### src/rtl/uart_pkg.sv
// ============================================================================
// Module      : uart_pkg
// Description : Shared UART definitions: receiver/transmitter FSM state
//               encoding and frame timing constants.
// Revision    : 1.0 - initial release
// ============================================================================
`default_nettype none

package uart_pkg;

  // Receiver/transmitter frame states (explicit 3-bit encoding)
  typedef enum logic [2:0] {
    IDLE   = 3'd0,
    START  = 3'd1,
    DATA   = 3'd2,
    PARITY = 3'd3,
    STOP   = 3'd4,
    BREAK  = 3'd5
  } uart_state_e;

  localparam int OVERSAMPLE = 16;  // ticks per bit
  localparam int MID_SAMPLE = 7;   // tick index of start-bit mid sample
  localparam int DATA_BITS  = 8;   // payload bits per frame

endpackage : uart_pkg

`default_nettype wire

### src/rtl/uart_rx_sync_fifo.sv
// ============================================================================
// Module      : uart_rx_sync_fifo
// Description : Single-clock FIFO with registered storage. A push into a full
//               FIFO is accepted only when a pop happens in the same cycle.
//               Pop on empty is ignored.
// Revision    : 1.0 - initial release
// ============================================================================
`default_nettype none

module uart_rx_sync_fifo #(
  parameter int WIDTH = 8,
  parameter int DEPTH = 8
) (
  input  logic                     clk,
  input  logic                     rst,
  input  logic                     push_i,
  input  logic [WIDTH-1:0]         wdata_i,
  input  logic                     pop_i,
  output logic [WIDTH-1:0]         rdata_o,
  output logic                     full_o,
  output logic                     empty_o,
  output logic [$clog2(DEPTH):0]   count_o
);

  localparam int            AW      = $clog2(DEPTH);
  localparam logic [AW:0]   C_DEPTH = (AW+1)'(DEPTH);

  logic [WIDTH-1:0] mem_q [DEPTH];
  logic [AW-1:0]    wr_ptr_q;
  logic [AW-1:0]    rd_ptr_q;
  logic [AW:0]      count_q;
  logic             pop_ok;
  logic             push_ok;

  assign full_o  = (count_q == C_DEPTH);
  assign empty_o = (count_q == '0);
  assign pop_ok  = pop_i && !empty_o;
  // When full, the write slot is the head being popped this cycle
  assign push_ok = push_i && (!full_o || pop_ok);
  assign rdata_o = mem_q[rd_ptr_q];
  assign count_o = count_q;

  // Storage write; cleared on reset so the head reads 0 when empty
  always_ff @(posedge clk) begin
    if (rst) begin
      for (int i = 0; i < DEPTH; i++) begin
        mem_q[i] <= '0;
      end
    end else if (push_ok) begin
      mem_q[wr_ptr_q] <= wdata_i;
    end
  end

  // Read/write pointers wrap naturally (power-of-two depth)
  always_ff @(posedge clk) begin
    if (rst) begin
      wr_ptr_q <= '0;
      rd_ptr_q <= '0;
    end else begin
      if (push_ok) wr_ptr_q <= wr_ptr_q + AW'(1);
      if (pop_ok)  rd_ptr_q <= rd_ptr_q + AW'(1);
    end
  end

  // Occupancy: simultaneous push and pop leaves it unchanged
  always_ff @(posedge clk) begin
    if (rst) begin
      count_q <= '0;
    end else begin
      case ({push_ok, pop_ok})
        2'b10:   count_q <= count_q + (AW+1)'(1);
        2'b01:   count_q <= count_q - (AW+1)'(1);
        default: count_q <= count_q;
      endcase
    end
  end

endmodule : uart_rx_sync_fifo

`default_nettype wire

### src/rtl/uart_rx_fifo.sv
// ============================================================================
// Module      : uart_rx_fifo
// Description : 16x oversampling UART receiver with byte FIFO and
//               valid/ready output. Flags framing and overrun errors.
//               Build option UART_RX_PARITY_EN: 8E1 framing with a PARITY
//               state and a parity_err pulse output; otherwise 8N1.
// Revision    : 1.0 - initial release
// ============================================================================
`default_nettype none

module uart_rx_fifo
  import uart_pkg::*;
#(
  parameter int BAUD_DIV   = 27,
  parameter int FIFO_DEPTH = 8
) (
  input  logic                          clk,
  input  logic                          rst,
  input  logic                          rx,
  output logic [7:0]                    rx_data,
  output logic                          rx_valid,
  input  logic                          rx_ready,
  output logic                          frame_err,
  output logic                          overrun,
`ifdef UART_RX_PARITY_EN
  output logic                          parity_err,
`endif
  output logic [$clog2(FIFO_DEPTH):0]   fifo_count
);

  localparam int              PW        = $clog2(BAUD_DIV);
  localparam logic [PW-1:0]   PRESC_MAX = PW'(BAUD_DIV - 1);
  localparam logic [3:0]      TICK_MID  = 4'(MID_SAMPLE);
  localparam logic [3:0]      TICK_LAST = 4'(OVERSAMPLE - 1);
  localparam logic [2:0]      BIT_LAST  = 3'(DATA_BITS - 1);

  logic                   sync1_q;
  logic                   sync2_q;
  logic                   rx_s;
  logic [PW-1:0]          presc_q;
  logic                   tick;
  logic [3:0]             tick_cnt_q;
  logic [2:0]             bit_cnt_q;
  logic [DATA_BITS-1:0]   shift_q;
  logic                   samp_mid;
  logic                   samp_bit;
  uart_state_e            state_q;
  uart_state_e            state_d;
  logic                   data_samp;
  logic                   push;
  logic                   pop;
  logic                   frame_err_d;
  logic                   frame_err_q;
  logic                   overrun_d;
  logic                   overrun_q;
  logic                   fifo_full;
  logic                   fifo_empty;
`ifdef UART_RX_PARITY_EN
  logic                   par_samp;
  logic                   par_bad_q;
  logic                   parity_err_d;
  logic                   parity_err_q;
`endif

  // Two-flop synchronizer, preset to the idle-high line level
  always_ff @(posedge clk) begin
    if (rst) begin
      sync1_q <= 1'b1;
      sync2_q <= 1'b1;
    end else begin
      sync1_q <= rx;
      sync2_q <= sync1_q;
    end
  end

  assign rx_s = sync2_q;

  // Prescaler: held at 0 in IDLE so every frame starts on a fresh tick phase
  always_ff @(posedge clk) begin
    if (rst || state_q == IDLE) begin
      presc_q <= '0;
    end else if (tick) begin
      presc_q <= '0;
    end else begin
      presc_q <= presc_q + PW'(1);
    end
  end

  assign tick     = (state_q != IDLE) && (presc_q == PRESC_MAX);
  assign samp_mid = tick && (tick_cnt_q == TICK_MID);
  assign samp_bit = tick && (tick_cnt_q == TICK_LAST);

  // Tick counter: restarts on every state change, wraps every 16 ticks
  always_ff @(posedge clk) begin
    if (rst) begin
      tick_cnt_q <= '0;
    end else if (state_d != state_q) begin
      tick_cnt_q <= '0;
    end else if (tick) begin
      tick_cnt_q <= tick_cnt_q + 4'd1;
    end
  end

  // Bit counter: counts sampled data bits, idle outside DATA
  always_ff @(posedge clk) begin
    if (rst || state_q != DATA) begin
      bit_cnt_q <= '0;
    end else if (data_samp) begin
      bit_cnt_q <= bit_cnt_q + 3'd1;
    end
  end

  // Shift register: LSB arrives first, so shift in from the top
  always_ff @(posedge clk) begin
    if (rst) begin
      shift_q <= '0;
    end else if (data_samp) begin
      shift_q <= {rx_s, shift_q[DATA_BITS-1:1]};
    end
  end

`ifdef UART_RX_PARITY_EN
  // Parity verdict held until the stop bit decides whether to push
  always_ff @(posedge clk) begin
    if (rst || state_q == IDLE) begin
      par_bad_q <= 1'b0;
    end else if (par_samp) begin
      par_bad_q <= (rx_s != ^shift_q);
    end
  end
`endif

  // FSM state register
  always_ff @(posedge clk) begin
    if (rst) state_q <= IDLE;
    else     state_q <= state_d;
  end

  // FSM next-state logic
  always_comb begin
    state_d = state_q;
    case (state_q)
      IDLE:   if (!rx_s) state_d = START;
      START:  if (samp_mid) state_d = rx_s ? IDLE : DATA;
      DATA: begin
        if (samp_bit && bit_cnt_q == BIT_LAST) begin
`ifdef UART_RX_PARITY_EN
          state_d = PARITY;
`else
          state_d = STOP;
`endif
        end
      end
`ifdef UART_RX_PARITY_EN
      PARITY: if (samp_bit) state_d = STOP;
`endif
      STOP:   if (samp_bit) state_d = rx_s ? IDLE : BREAK;
      BREAK:  if (tick && rx_s) state_d = IDLE;
      default: state_d = IDLE;
    endcase
  end

  // FSM outputs: sample strobes, push and error conditions
  always_comb begin
    data_samp   = 1'b0;
    push        = 1'b0;
    frame_err_d = 1'b0;
`ifdef UART_RX_PARITY_EN
    par_samp     = 1'b0;
    parity_err_d = 1'b0;
`endif
    case (state_q)
      DATA: data_samp = samp_bit;
`ifdef UART_RX_PARITY_EN
      PARITY: begin
        par_samp     = samp_bit;
        parity_err_d = samp_bit && (rx_s != ^shift_q);
      end
      STOP: begin
        push        = samp_bit && rx_s && !par_bad_q;
        frame_err_d = samp_bit && !rx_s;
      end
`else
      STOP: begin
        push        = samp_bit && rx_s;
        frame_err_d = samp_bit && !rx_s;
      end
`endif
      default: ;
    endcase
  end

  assign pop       = rx_valid && rx_ready;
  assign overrun_d = push && fifo_full && !pop;

  // Error pulses registered for one cycle
  always_ff @(posedge clk) begin
    if (rst) begin
      frame_err_q <= 1'b0;
      overrun_q   <= 1'b0;
    end else begin
      frame_err_q <= frame_err_d;
      overrun_q   <= overrun_d;
    end
  end

`ifdef UART_RX_PARITY_EN
  // Parity error pulse
  always_ff @(posedge clk) begin
    if (rst) parity_err_q <= 1'b0;
    else     parity_err_q <= parity_err_d;
  end

  assign parity_err = parity_err_q;
`endif

  uart_rx_sync_fifo #(
    .WIDTH (DATA_BITS),
    .DEPTH (FIFO_DEPTH)
  ) u_fifo (
    .clk     (clk),
    .rst     (rst),
    .push_i  (push),
    .wdata_i (shift_q),
    .pop_i   (pop),
    .rdata_o (rx_data),
    .full_o  (fifo_full),
    .empty_o (fifo_empty),
    .count_o (fifo_count)
  );

  assign rx_valid  = !fifo_empty;
  assign frame_err = frame_err_q;
  assign overrun   = overrun_q;

endmodule : uart_rx_fifo

`default_nettype wire

### config.mk
export PLATFORM = sky130hd
export DESIGN_NAME = uart_rx_fifo
export DESIGN_NICKNAME = d
export VERILOG_FILES = /design/src/rtl/uart_pkg.sv /design/src/rtl/uart_rx_sync_fifo.sv /design/src/rtl/uart_rx_fifo.sv
export SDC_FILE = /design/constraint.sdc
export NUM_CORES = 1
export LEC_CHECK = 0
export ABC_AREA = 1
export CORE_MARGIN = 2
export CORE_UTILIZATION = 45
export CTS_BUF_LIST = sky130_fd_sc_hd__clkbuf_16
export DETAILED_ROUTE_END_ITERATION = 6
export DONT_BUFFER_PORTS = 1
export HOLD_SLACK_MARGIN = 0.06
export MAX_ROUTING_LAYER = met4
export PLACE_DENSITY = 0.59
export RECOVER_POWER = 25
export SYNTH_ARGS = -nofsm -noshare
export SYNTH_HDL_FRONTEND = slang
export SYNTH_SLANG_ARGS = --single-unit
export TNS_END_PERCENT = 10
### constraint.sdc
create_clock -name clk -period 2.85 [get_ports clk]
set_clock_uncertainty 0.05 [all_clocks]
set_input_delay 0.57 -clock clk [delete_from_list [all_inputs] [get_ports clk]]
set_output_delay 0.57 -clock clk [all_outputs]
set_load 0.005 [all_outputs]
Word level (Yosys, flattened, before mapping) --
Memories as Yosys holds them, arrays and structs flattened. A register that Yosys moved wholly into a read port is not among the register bits. Cells that the tools add are included.
Word-level totals: register bits after elaboration 37, RAM bits 64, input bits 4, logic and storage cells 82, memories kept 1
Memories:
- u_fifo.mem_q | depth 8, bits a word 8, rd ports 1, clocked after memory_dff 1, write ports 8, RTL line uart_rx_sync_fifo.sv:28 | logic [WIDTH-1:0] mem_q [DEPTH];
Cells by class: $add $sub $neg 7, equal/unequal tests 13, multiplexer cells 21, bitwise gates (word level) 1, reductions and logical operators 27
Operators by type and width (number):
- $mux W3 | 9
- $pmux W3 S5 | 1
- $logic_and A1 B1 Y1 | 12
- $add A3 B1 Y3 const B | 3
- $eq A3 B3 Y1 const B | 3
- $add A4 B1 Y4 const B | 2
- $eq A4 B4 Y1 const B | 2
- $mux W1 | 8
- $mux W8 | 1
- $pmux W4 S2 | 1
- $reduce_or A8 Y1 | 1
- $reduce_or A2 Y1 | 3
- $add A5 B1 Y5 const B | 1
- $eq A5 B5 Y1 const B | 1
- $eq A4 B3 Y1 const B | 1
- $logic_not A1 Y1 | 4
- $logic_not A4 Y1 | 1
- $sub A4 B1 Y4 const B | 1
- $eq A3 B1 Y1 const B | 1
- $eq A3 B2 Y1 const B | 1
- $logic_not A3 Y1 | 1
- $logic_or A1 B1 Y1 | 3
- $ne A3 B2 Y1 const B | 1
- $ne A3 B3 Y1 | 1
- 6 further kinds | 6

Depth between registers and ports, before layout --
depth in word-level cells 11, mapped depth 17, mapped depth without buffers 17

By module --
A second synthesis with hierarchy kept.
Second synthesis, totals: cells, all modules 541, area total of the unflattened synthesis 4894.7 sq um
Modules (own cells, without submodules):
- uart_rx_sync_fifo | times used 1, cells each 379, area each 3626.0 sq um, sequential area each 2182.1 sq um
- uart_rx_fifo | times used 1, cells each 162, area each 1268.7 sq um, sequential area each 540.5 sq um

Least setup slack after synthesis --
No wires, ideal clock.
path type register to register, from register tick_cnt_q[0], to register u_fifo.count_q[3], in the netlist u_fifo.count_o[3], library setup time 0.119 ns, arrival 2.220 ns, data required time 2.681 ns, path slack 0.461 ns, cell stages (with the launch flop) 17, path buffers 0, period minus slack after synthesis 2.389 ns, cells stage by stage dfxtp_1 -> ha_1 -> nand2_1 -> nor2_2 -> nand4_4 -> nor2_4 -> nand2_4 -> ha_1 -> ha_1 -> nand2_1 -> nand2_1 -> a21oi_1 -> nor2_1 -> nor2_1 -> nand2_1 -> o21ai_0 -> a21oi_1
Between the ends: longest elaborated chain between the ends 7
RTL lines:
- start: declaration | RTL line uart_rx_fifo.sv:42 | logic [3:0] tick_cnt_q;
- start signal: assignment | RTL line uart_rx_fifo.sv:100 | tick_cnt_q <= tick_cnt_q + 4'd1;
- $eq A4 B4 Y1 * | RTL line uart_rx_fifo.sv:91 | assign samp_bit = tick && (tick_cnt_q == TICK_LAST);
- $logic_and A1 B1 Y1 * | RTL line uart_rx_fifo.sv:91
- $logic_and A1 B1 Y1 * | RTL line uart_rx_fifo.sv:185 | push = samp_bit && rx_s;
- $mux W1 * | RTL line uart_rx_fifo.sv:172 | case (state_q)
- $logic_and A1 B1 Y1 * | RTL line uart_rx_sync_fifo.sv:39 | assign push_ok = push_i && (!full_o || pop_ok);
- $eq A2 B1 Y1 or $eq A2 B2 Y1 (tied branches) | RTL line uart_rx_sync_fifo.sv:70 | case ({push_ok, pop_ok})
- $pmux W4 S2 or $reduce_bool A2 Y1 (tied branches)
- end signal: assignment | RTL line uart_rx_sync_fifo.sv:71 | 2'b10: count_q <= count_q + (AW+1)'(1);
- end signal: assignment | RTL line uart_rx_sync_fifo.sv:72 | 2'b01: count_q <= count_q - (AW+1)'(1);
- end signal: assignment | RTL line uart_rx_sync_fifo.sv:73 | default: count_q <= count_q;
- end: declaration | RTL line uart_rx_sync_fifo.sv:31 | logic [AW:0] count_q;
Mark *: on every way between the ends. The rest lies on a longest branch, timed or not. A chain may end at the register's enable or synchronous reset.

Final worst setup path --
Same ends and word-level chain as after synthesis.

==> impl_metrics.csv <==
group,metric,value,unit
synthesis,yosys_warnings,0,
route,wl_per_cell,14.7,um
setup_path,path_max_fanout,9,
floorplan,die_w,106,um
timing,finalHoldViolations,0,
synthesis,synth_top_family_by_area,"simple AND/OR/NAND/NOR gates",
route,drtIter0Drc,204,
finish,syn_to_final_growth,9.60,%
setup_path,worstSetupPathType,"reg -> reg",
synthesis,synth_xor_area_frac,0.0130,
worst_hold_path,hold_class,"in -> reg",
clock_tree,clkTransAtPathRegs,70,ps
synthesis,synth.ff_latch_count,104,
route,firstDrtPassIters,4,
floorplan,pin_count,19,
setup_path,startpoint,"tick_cnt_q[0]",
finish,diodes,0,
route,antenna_left,0,
pwr,ir_drop,0.331,mV
synthesis,synth.area.mux_share,0.00213,
clock_tree,cts_tree,"done",
synthesis,synth-simple-area-share,0.231,
floorplan,rows,37,
finish,utilization,0.504,
clock_tree,ctsHtreeMaxLevel,3,
floorplan,die_h,106,um
pwr,powerDensity,753,nW/um^2
synthesis,syn-instance-count,494,
route,vias,3263,
timing,slew-limit-headroom,0.538,
placement,dpl.hpwl,6.85,mm
timing,worst_pin_slew,693,ps
setup_path,crit_path_end_kind,"flop",
placement,portBuffers,0,
route,via_per_inst,5.11,
synthesis,async_flop_share,0,
floorplan,dieArea,11300,um^2
clock_tree,cts-root-buf,"clkbuf_16",
finish,final_cell_area,5160,um^2
clock_tree,cts_made_buffers,9,
synthesis,synth-compound-area-share,0.100,
setup_path,critPathCapture,"u_fifo.count_o[3]",
synthesis,ys.flop_type,"edfxtp_1",
route,drt_wl_total,9.42,mm
timing,fin_crit,2500,ps
setup_path,required,3030,ps
synthesis,synth-adder-area-share,0.0309,
status,outcome,"completed",
setup_path,rr_worst_depth,16,
timing,tns,0,ps
setup_path,r2r_setup_slack,350,ps
synthesis,synth_area_per_cell,9.52,um^2
timing,worst_hold_slack,237,ps
global_route,grt_pass1_vias,3060,
timing,maxSlewViolCount,0,
timing,post-route-period-util,0.879,
floorplan,start_util,0.460,
placement,place_congestion,0.886,
finish,finalNetCount,513,
clock_tree,cts.sinks,104,
flow_run,maxCapViolations,0,
route,drc,0,
synthesis,syn_area,4700,um^2
clock_tree,clockBufferDepth,2,
floorplan,core_region_area,10200,um^2
setup_path,r2r_end,"u_fifo.count_o[3]",
global_route,track_usage,0.185,
global_route,antenna_found_initial,0,
global_route,gr-total-overflow,0,
timing,fmax,0.399,GHz
synthesis,yosysUniqueCellTypes,34,
pwr,total_power,0.00388,W
synthesis,synth_edf_count,64,
finish,final_common_cell,"nor2_1",
placement,dpl_cell_area,4860,um^2
global_route,grt_pass1_wl,15.4,mm
timing,setup_viol_count_final,0,
setup_path,start_kind,"flop",
finish,drive_gt1_frac,0.0855,
pwr,leakagePower,1.85,nW
finish,layout.cells.most_common_list,"nor2_1, edfxtp_1, o21ai_0",
global_route,grt_max_degree,28,
clock_tree,clk_latency,340,ps
timing,rsz0062_at_grt,"false",
synthesis,syn_nets,509,
synthesis,seq_area_frac_synth,0.579,
setup_path,rr_startpoint,"tick_cnt_q[0]",
setup_path,crit_arrival,2690,ps
## cell usage after synthesis, types with 3 or more instances
library cell    n  area [um^2]
a21oi_1        23          115
o22ai_1         8         50.1
xnor2_1         3         26.3
a31oi_1         9         56.3
clkinv_1        8         30.0
nor2_1        136          510
inv_2           3         11.3
ha_1           10          125
edfxtp_1       64         1920
nand2_4         8         90.1
or2_2           3         18.8
xor2_1          4         35.0
nand3_1        13         65.1
o21ai_0        48          240
clkbuf_1       12         45.0
nor3_1          8         40.0
nand4_1         5         31.3
inv_1          28          105
nand2_1        42          158
dfxtp_1        40          801
## flip-flops by register name, summed over array words and instances (netlist names), 3 cells and up, named ones only
register / flops
presc_q: 5
shift_q: 8
u_fifo.rd_ptr_q: 3
bit_cnt_q: 3
u_fifo.mem_q: 64
tick_cnt_q: 4
u_fifo.count_o: 4
u_fifo.wr_ptr_q: 3
state_q: 3
## per-layer routing
metal,wire length (um),share of wire,global-route usage,vias to the layer above
met3,530,0.056,0.0570,8
met4,116,0.012,0.0461,0
li1,-,-,-,1684
met1,4300,0.46,0.237,1502
met5,0,0,-,-
met2,4470,0.47,0.290,69
## worst min path at each step
stage	start	end	slack [ps]	cells after the start
after floorplan	sync1_q	rx_s	340	1
after CTS	rst	shift_q[7]	230	1
final	rst	state_q[2]	240	1
after detailed placement	sync1_q	rx_s	360	1
after global placement	sync1_q	rx_s	340	1
after global routing	rst	state_q[1]	220	1
## what timing repair did
item                       in CTS  in global routing
setup endpoints to repair       0                  1
setup buffers                   0                  1
hold buffers                    0                  0
gates resized for setup         0                  2
## power by group
part / internal [W] / switching (W) / leakage (nW)
clock network: 0.000760 / 0.000512 / 0.145
logic: 0.000285 / 0.000552 / 0.777
registers: 0.00169 / 0.0000818 / 0.931
## layout make-up
class	count	area, um^2
Multi-Input combinational cell	337	1760
Timing Repair Buffer	7	41.3
Sequential cell	104	2720
Clock inverter	7	86.3
Tap cell	136	170
Fill cell	960	5070
Clock buffer	9	225
Inverter	39	146
## stage by stage
| stage | setup slack, ps | instances |
|---|---|---|
| floorplan | 461 | 494 |
| global placement | 331 | 622 |
| detailed placement | 262 | 622 |
| CTS | 254 | 638 |
| global route | 11.1 | 639 |
| finish | 346 | 639 |
## cell families after synthesis
logic type / Yosys count
muxes: 1
adders and majority gates: 11
DFF: 104
AOI/OAI and AO/OA: 89
xor gates and xnor gates: 7
buffers and inverters: 53
and+or+nand+nor: 229
## worst max-delay path, cell delays in order, from the launching register on
cell and delay, ps:
dfxtp_1 360, ha_1 180, nand2_1 110, nor2_4 140, nand4_4 140, nor2_4 120
nand2_4 120, ha_2 230, ha_1 280, nand2_1 70, nand2_1 40, a21oi_1 160
nor2_1 60, nor2_1 80, nand2_1 60, o21ai_0 140, a21oi_1 50
Note: power is estimated with default switching activity, not from simulation.
